## src/rtl/pipe_ctrl_pkg.sv

```systemverilog
// Shared encodings and helpers for the pipeline sequencing controller.
// Holds the FSM encoding, the zero-register id and the canned control bundles.
package pipe_ctrl_pkg;

  typedef enum logic [1:0] {
    ST_RUN      = 2'd0,
    ST_MEM_WAIT = 2'd1,
    ST_FAULT    = 2'd2
  } state_e;

  localparam logic [4:0] REG_ZERO = 5'd0;

  typedef struct packed {
    logic pc_write;
    logic pc_src;
    logic ifid_write;
    logic ifid_flush;
    logic idex_write;
    logic idex_flush;
    logic exmem_hold;
    logic exmem_flush;
  } ctrl_t;

  // Free-running pipe: every buffer loads, nothing is cleared.
  localparam ctrl_t CTRL_RUN = '{
    pc_write:    1'b1,
    pc_src:      1'b0,
    ifid_write:  1'b1,
    ifid_flush:  1'b0,
    idex_write:  1'b1,
    idex_flush:  1'b0,
    exmem_hold:  1'b0,
    exmem_flush: 1'b0
  };

  // Whole pipe waits on data memory; EX/MEM keeps the outstanding access.
  localparam ctrl_t CTRL_FREEZE = '{
    pc_write:    1'b0,
    pc_src:      1'b0,
    ifid_write:  1'b0,
    ifid_flush:  1'b0,
    idex_write:  1'b0,
    idex_flush:  1'b0,
    exmem_hold:  1'b1,
    exmem_flush: 1'b0
  };

  // Redirect fetch and squash the three younger wrong-path instructions.
  localparam ctrl_t CTRL_BRANCH = '{
    pc_src:      1'b1,
    pc_write:    1'b1,
    ifid_write:  1'b1,
    ifid_flush:  1'b1,
    idex_write:  1'b1,
    idex_flush:  1'b1,
    exmem_hold:  1'b0,
    exmem_flush: 1'b1
  };

  // Hold PC and IF/ID for one cycle and push a bubble into ID/EX.
  localparam ctrl_t CTRL_LOAD_USE = '{
    pc_write:    1'b0,
    pc_src:      1'b0,
    ifid_write:  1'b0,
    ifid_flush:  1'b0,
    idex_write:  1'b1,
    idex_flush:  1'b1,
    exmem_hold:  1'b0,
    exmem_flush: 1'b0
  };

  function automatic logic load_use_hit(
    input logic       memread,
    input logic [4:0] dst,
    input logic [4:0] src_a,
    input logic [4:0] src_b
  );
    return memread && (dst != REG_ZERO) && ((dst == src_a) || (dst == src_b));
  endfunction

endpackage

```

## src/rtl/sat_counter.sv

```systemverilog
// Event counter that sticks at all-ones instead of wrapping.
module sat_counter #(
  parameter int unsigned W = 16
) (
  input  logic         clk,
  input  logic         reset,
  input  logic         inc,
  output logic [W-1:0] count
);

  logic [W-1:0] count_q, count_d;

  always_comb begin
    count_d = count_q;
    if (inc && (count_q != {W{1'b1}})) begin
      count_d = count_q + W'(1);
    end
  end

  always_ff @(posedge clk) begin
    if (!reset) begin
      count_q <= '0;
    end else begin
      count_q <= count_d;
    end
  end

  assign count = count_q;

endmodule

```

## src/rtl/pipeline_hazard_ctrl.sv

```systemverilog
// Sequencing controller for the 5-stage pipeline: load-use stalls, taken-branch
// flushes and data-memory wait/timeout handling, plus stall/flush counters.
module pipeline_hazard_ctrl
  import pipe_ctrl_pkg::*;
#(
  parameter int unsigned MEM_TIMEOUT = 16,
  parameter int unsigned CNT_W       = 16
) (
  input  logic             clk,
  input  logic             reset,
  input  logic [4:0]       id_rs,
  input  logic [4:0]       id_rt,
  input  logic             ex_memread,
  input  logic [4:0]       ex_rt,
  input  logic             mem_branch,
  input  logic             mem_zero,
  input  logic             mem_access,
  input  logic             dmem_ready,
  output logic             pc_write,
  output logic             pc_src,
  output logic             ifid_write,
  output logic             ifid_flush,
  output logic             idex_write,
  output logic             idex_flush,
  output logic             exmem_hold,
  output logic             exmem_flush,
  output logic             mem_fault,
  output logic [CNT_W-1:0] stall_count,
  output logic [CNT_W-1:0] flush_count
);

  localparam logic [7:0] WAIT_LAST = 8'(MEM_TIMEOUT - 1);

  state_e     state_q, state_d;
  logic [7:0] wait_q, wait_d;
  logic       fault_q, fault_d;
  ctrl_t      ctrl;

  logic load_use;
  logic branch_taken;
  logic frozen;

  assign load_use     = load_use_hit(ex_memread, ex_rt, id_rs, id_rt);
  assign branch_taken = mem_branch && mem_zero;

  // Freeze covers the wait-entry cycle too, so the stalled access never slips.
  assign frozen = (state_q == ST_FAULT) ||
                  ((state_q == ST_MEM_WAIT) && !dmem_ready) ||
                  ((state_q == ST_RUN) && mem_access && !dmem_ready);

  always_comb begin
    state_d = state_q;
    wait_d  = wait_q;
    fault_d = fault_q;
    unique case (state_q)
      ST_RUN: begin
        if (mem_access && !dmem_ready) begin
          state_d = ST_MEM_WAIT;
          wait_d  = '0;
        end
      end
      ST_MEM_WAIT: begin
        if (dmem_ready) begin
          state_d = ST_RUN;
          wait_d  = '0;
        end else if (wait_q == WAIT_LAST) begin
          state_d = ST_FAULT;
          fault_d = 1'b1;
        end else begin
          wait_d = wait_q + 8'd1;
        end
      end
      ST_FAULT: begin
        state_d = ST_FAULT;
      end
      default: begin
        state_d = ST_RUN;
        wait_d  = '0;
      end
    endcase
  end

  always_comb begin
    ctrl = CTRL_RUN;
    if (!reset) begin
      ctrl = CTRL_RUN;
    end else if (frozen) begin
      ctrl = CTRL_FREEZE;
    end else if (branch_taken) begin
      ctrl = CTRL_BRANCH;
    end else if (load_use) begin
      ctrl = CTRL_LOAD_USE;
    end
  end

  always_ff @(posedge clk) begin
    if (!reset) begin
      state_q <= ST_RUN;
      wait_q  <= '0;
      fault_q <= 1'b0;
    end else begin
      state_q <= state_d;
      wait_q  <= wait_d;
      fault_q <= fault_d;
    end
  end

  assign pc_write    = ctrl.pc_write;
  assign pc_src      = ctrl.pc_src;
  assign ifid_write  = ctrl.ifid_write;
  assign ifid_flush  = ctrl.ifid_flush;
  assign idex_write  = ctrl.idex_write;
  assign idex_flush  = ctrl.idex_flush;
  assign exmem_hold  = ctrl.exmem_hold;
  assign exmem_flush = ctrl.exmem_flush;
  assign mem_fault   = fault_q;

  sat_counter #(
    .W(CNT_W)
  ) u_stall_cnt (
    .clk  (clk),
    .reset(reset),
    .inc  (!ctrl.pc_write),
    .count(stall_count)
  );

  sat_counter #(
    .W(CNT_W)
  ) u_flush_cnt (
    .clk  (clk),
    .reset(reset),
    .inc  (ctrl.pc_src),
    .count(flush_count)
  );

endmodule
```

## config.mk

```make
export PLATFORM = sky130hd
export DESIGN_NAME = pipeline_hazard_ctrl
export DESIGN_NICKNAME = d
export VERILOG_FILES = /design/src/rtl/pipe_ctrl_pkg.sv /design/src/rtl/sat_counter.sv /design/src/rtl/pipeline_hazard_ctrl.sv
export SDC_FILE = /design/constraint.sdc
export NUM_CORES = 1
export LEC_CHECK = 0
export ABC_AREA = 1
export BUFFER_PORTS_ARGS = -buffer_cell sky130_fd_sc_hd__buf_2
export CAP_MARGIN = 40
export CORE_MARGIN = 1
export CORE_UTILIZATION = 45
export DETAILED_ROUTE_END_ITERATION = 8
export PLACE_DENSITY_LB_ADDON = 0.08
export SLEW_MARGIN = 15
export SYNTH_ARGS = -nofsm -noshare
export SYNTH_HDL_FRONTEND = slang
export SYNTH_HIERARCHICAL = 1
export SYNTH_SLANG_ARGS = --single-unit
```

## constraint.sdc

```tcl
create_clock -name clk -period 1.85 [get_ports clk]
set_input_delay 0.0925 -clock clk [delete_from_list [all_inputs] [get_ports clk]]
set_output_delay 0.0925 -clock clk [all_outputs]
set_load 0.02 [all_outputs]
```

==> results_tabular.tex <==
\begin{tabular}{lr}
\hline
Metric & Value \\
\hline
\multicolumn{2}{l}{\textbf{Run status}} \\
\quad Run status & completed \\
\multicolumn{2}{l}{\textbf{Placement}} \\
\quad Gp weighted congestion & 0.788 \\
\quad Worst Setup Slack post-DPL & 0.0359 ns \\
\quad Inst Count DP & 582 \\
\quad Port buffer count & 62 \\
\quad HPWL Detailed & 4970 um \\
\multicolumn{2}{l}{\textbf{Global route}} \\
\quad Antenna violations before repair & 0 \\
\quad Congestion Overflow GR & 0 \\
\quad First-pass GRT wire length & 10500 um \\
\quad Via count of the first global-routing pass & 2442 \\
\quad Maximum number of pins on one net before global-route repair & 24 \\
\quad GRT Total Usage & 0.197 \\
\multicolumn{2}{l}{\textbf{STA}} \\
\quad Final setup violation count & 0 \\
\quad Max frequency & 570 MHz \\
\quad Part of the cycle the worst path needs & 0.948 \\
\quad Setup skew after layout & 0.00903 ns \\
\quad Final hold violations & 0 \\
\quad RSZ-0062 raised after global routing & true \\
\quad Worst path setup slack after routing & 0.0956 ns \\
\quad Transition time of the tightest slew-check pin & 0.306 ns \\
\quad Max-slew violation count & 0 \\
\quad Worst slew slack as a fraction of its limit & 0.795 \\
\quad Setup TNS Final & 0 ns \\
\quad Final hold slack & 0.150 ns \\
\quad Time the worst path needs with I/O delays and setup & 1.75 ns \\
\multicolumn{2}{l}{\textbf{Critical path}} \\
\quad Last element of the critical path & u\_flush\_cnt/count[13]\$\_SDFFE\_PN0P\_ \\
\quad Category of the worst setup path capture point & flip-flop \\
\quad Required time of the critical path & 2.05 ns \\
\quad CP startpoint & state\_q[1]\$\_SDFFE\_PN0P\_ \\
\quad Register-to-register setup slack & 0.1 ns \\
\quad Capture instance of the worst register-to-register path & u\_flush\_cnt/count[13]\$\_SDFFE\_PN0P\_ \\
\quad Start-to-end type of the worst setup path & flip-flop to flip-flop \\
\quad Critical register-to-register path startpoint & state\_q[1]\$\_SDFFE\_PN0P\_ \\
\quad Sort of element at the start of the critical path & flip-flop \\
\quad Crit path arrival time & 1.95 ns \\
\quad Maximum fanout along the worst path & 6 \\
\quad Worst Reg2Reg Path Length in Cells & 14 \\
\multicolumn{2}{l}{\textbf{Yosys}} \\
\quad Number of enable-type register cells in the synthesized netlist & 0 \\
\quad Share of synthesized area occupied by flip-flops and latches & 0.294 \\
\quad Most repeated cell in the gate-level netlist after synthesis & nand2\_1 \\
\quad Primary flip-flop cell chosen by synthesis mapping & dfxtp\_1 \\
\quad FF+latch count, synth & 43 \\
\quad Mean area per synthesized cell & 6.54 um\^{}2 \\
\quad Mapped Area & 0.00293 mm\^{}2 \\
\quad Leading cell types by total area after synthesis & dfxtp\_1 (29\%), nand2\_1 (16\%), nor2\_1 (11\%) \\
\quad Synthesis warning total & 6 \\
\quad Proportion of netlist area held by the largest area contributor & 0.294 \\
\quad Number of nets produced by synthesis & 472 \\
\quad Number of distinct library cells after synthesis & 30 \\
\quad Area leader, netlist & dfxtp\_1 \\
\quad Async set-or-reset flop fraction in the synthesized netlist & 0 \\
\quad Cell count after synthesis & 447 \\
\quad Commonest cells in the netlist & nand2\_1 (128), nor2\_1 (84), dfxtp\_1 (43), inv\_1 (42), nand3\_1 (36) \\
\multicolumn{2}{l}{\textbf{Finish}} \\
\quad Area growth, synth to finish & 18.4\% \\
\quad Combined flip-flop and latch cell area & 868 um\^{}2 \\
\quad N\_diodes & 0 \\
\quad Util after Layout & 0.549 \\
\quad Non-filler instance count after layout & 593 \\
\quad Total Nets Final & 540 \\
\quad Share of post-route cells with drive strength above 1 & 0.297 \\
\quad Area used by multi-input combinational logic & 0.00184 mm\^{}2 \\
\quad Filler cell count in the final layout & 652 \\
\multicolumn{2}{l}{\textbf{Clock network}} \\
\quad Clock Sink Count & 43 \\
\quad Skew-Pair Late Insertion Delay & 0.30 ns \\
\quad Total clock buffers created by CTS & 5 \\
\quad Root buffer cell & clkbuf\_8 \\
\quad Clock slew at reported path FFs & 0.09 ns \\
\quad Clock tree buffer depth & 2 \\
\quad TritonCTS clock tree & done \\
\quad Hold bufs inserted after CTS & 0 \\
\quad CTS H-Tree Depth & 2 \\
\multicolumn{2}{l}{\textbf{Pwr}} \\
\quad Clock network fraction of design power & 0.384 \\
\quad Switching power share of the total & 0.258 \\
\quad Net switching power of the design & 486 uW \\
\quad Areal power density over the cells & 544 mW/mm\^{}2 \\
\quad P\_int & 1400 uW \\
\quad Leakage component of the power & 0.00168 uW \\
\quad Part of the power in registers & 0.499 \\
\quad Maximum ir drop on the vdd rail & 0.319 mV \\
\quad Power share of the combinational group & 0.117 \\
\multicolumn{2}{l}{\textbf{Drt}} \\
\quad Routed wire length per instance & 10.9 um \\
\quad Antenna violation net count after detailed routing & 0 \\
\quad Vias & 2844 \\
\quad DR iter-0 viols & 111 \\
\quad Count of TritonRoute iterations in the first routing pass & 4 \\
\quad Vias per std cell & 4.80 \\
\quad Sum of routed wire length over all layers & 6440 um \\
\quad DRC viols & 0 \\
\multicolumn{2}{l}{\textbf{Min path}} \\
\quad Classification of the worst-slack hold path & input port to flip-flop \\
\quad Hold Path Stages & 4 \\
\multicolumn{2}{l}{\textbf{Die}} \\
\quad X dimension of the die & 82.6 um \\
\quad Std-Cell Core Area & 0.00631 mm\^{}2 \\
\quad Starting Density & 0.463 \\
\quad Die Area & 0.00683 mm\^{}2 \\
\quad Total number of placement rows & 29 \\
\quad I/O pin cnt & 63 \\
\quad Die Y & 82.6 um \\
\multicolumn{2}{l}{\textbf{Job}} \\
\quad Number of maximum-capacitance constraint violations & 0 \\
\hline
\end{tabular}
## layout by cell type (no fill, tap or decap), drive strengths merged, types with 4 or more instances in the layout
| cell type | instances |
|---|---|
| a21oi | 24 |
| buf | 70 |
| inv | 47 |
| nand2 | 146 |
| nand4 | 8 |
| dfxtp | 43 |
| clkbuf | 7 |
| nor2 | 114 |
| nor3 | 4 |
| nand3 | 37 |
## stage by stage
stage          cell area, um^2  total power, uW
3_3_place_gp              3280             1170
5_1_grt                   3460             1970
2_1_floorplan             2940             1120
3_5_place_dp              3280             1180
4_1_cts                   3390             1910
6_report                  3460             1890
## cell families (layout without fill, tap and decap cells)
logic type | count (synthesis) | after routing | synth area share
AOI/OAI and AO/OA | 28 | 28 | 0.0637
xor gates and xnor gates | 3 | 3 | 0.00898
adders and majority gates | 3 | 3 | 0.0128
buffers and inverters | 56 | 125 | 0.0971
DFF | 43 | 43 | 0.294
and+or+nand+nor | 314 | 314 | 0.523
## sequential cells by signal (all words and copies together) (netlist names)
signal             cells
u_flush_cnt/count     16
u_stall_cnt/count     16
wait_q                 8
state_q                2
mem_fault              1
## power groups by stage
stage          logic (uW)  registers (uW)  clock network (uW)
2_1_floorplan         153             968                   0
3_3_place_gp          211             962                   0
3_5_place_dp          214             962                   0
4_1_cts               214             941                 750
5_1_grt               249             943                 783
6_report              221             941                 724
## critical path: stages, from the launching register on
cell     delay (ns)
dfxtp_4        0.39
inv_2          0.05
nand2_4        0.06
nor2_4         0.05
inv_4          0.06
nand2_4        0.06
nor2_4         0.10
nand2_2        0.07
nor2_4         0.17
nand3_2        0.10
or2_1          0.25
nor2_2         0.12
nand3_1        0.08
nand2_1        0.07
nor2_1         0.04
## per-layer routing
metal / vias to the layer above / routed length (um) / global-route usage / part of all wire
met5: - / 0 / 0 / 0
met4: 0 / 59 / 0.0466 / 0.0092
met3: 5 / 272 / 0.0429 / 0.042
met2: 55 / 2940 / 0.336 / 0.46
met1: 1258 / 3160 / 0.251 / 0.49
li1: 1526 / - / - / -
## timing repair
item | 4_1_cts | 5_1_grt
setup buffers | 0 | 3
endpoints found under the setup margin | 0 | 14
gates resized for setup | 0 | 15
endpoints found under the hold margin | 0 | 0
## how the worst min path moves through the flow
stage | startpoint | to
after global routing | dmem_ready | wait_q[2]$_SDFFE_PN0P_
after CTS | dmem_ready | wait_q[2]$_SDFFE_PN0P_
after detailed placement | mem_fault$_SDFFE_PN0P_ | mem_fault$_SDFFE_PN0P_
after floorplan | reset | wait_q[0]$_SDFFE_PN0P_
final | dmem_ready | wait_q[2]$_SDFFE_PN0P_
after global placement | mem_fault$_SDFFE_PN0P_ | mem_fault$_SDFFE_PN0P_
## layout make-up
class | count | area share
clock buffer | 7 | 0.0311
tap | 77 | 0.0278
timing repair buffer | 70 | 0.107
clock inverter | 1 | 0.00145
sequential | 43 | 0.251
inverter | 47 | 0.0517
multi-input combinational | 348 | 0.530
No activity file was read; power rests on OpenSTA's default activity.
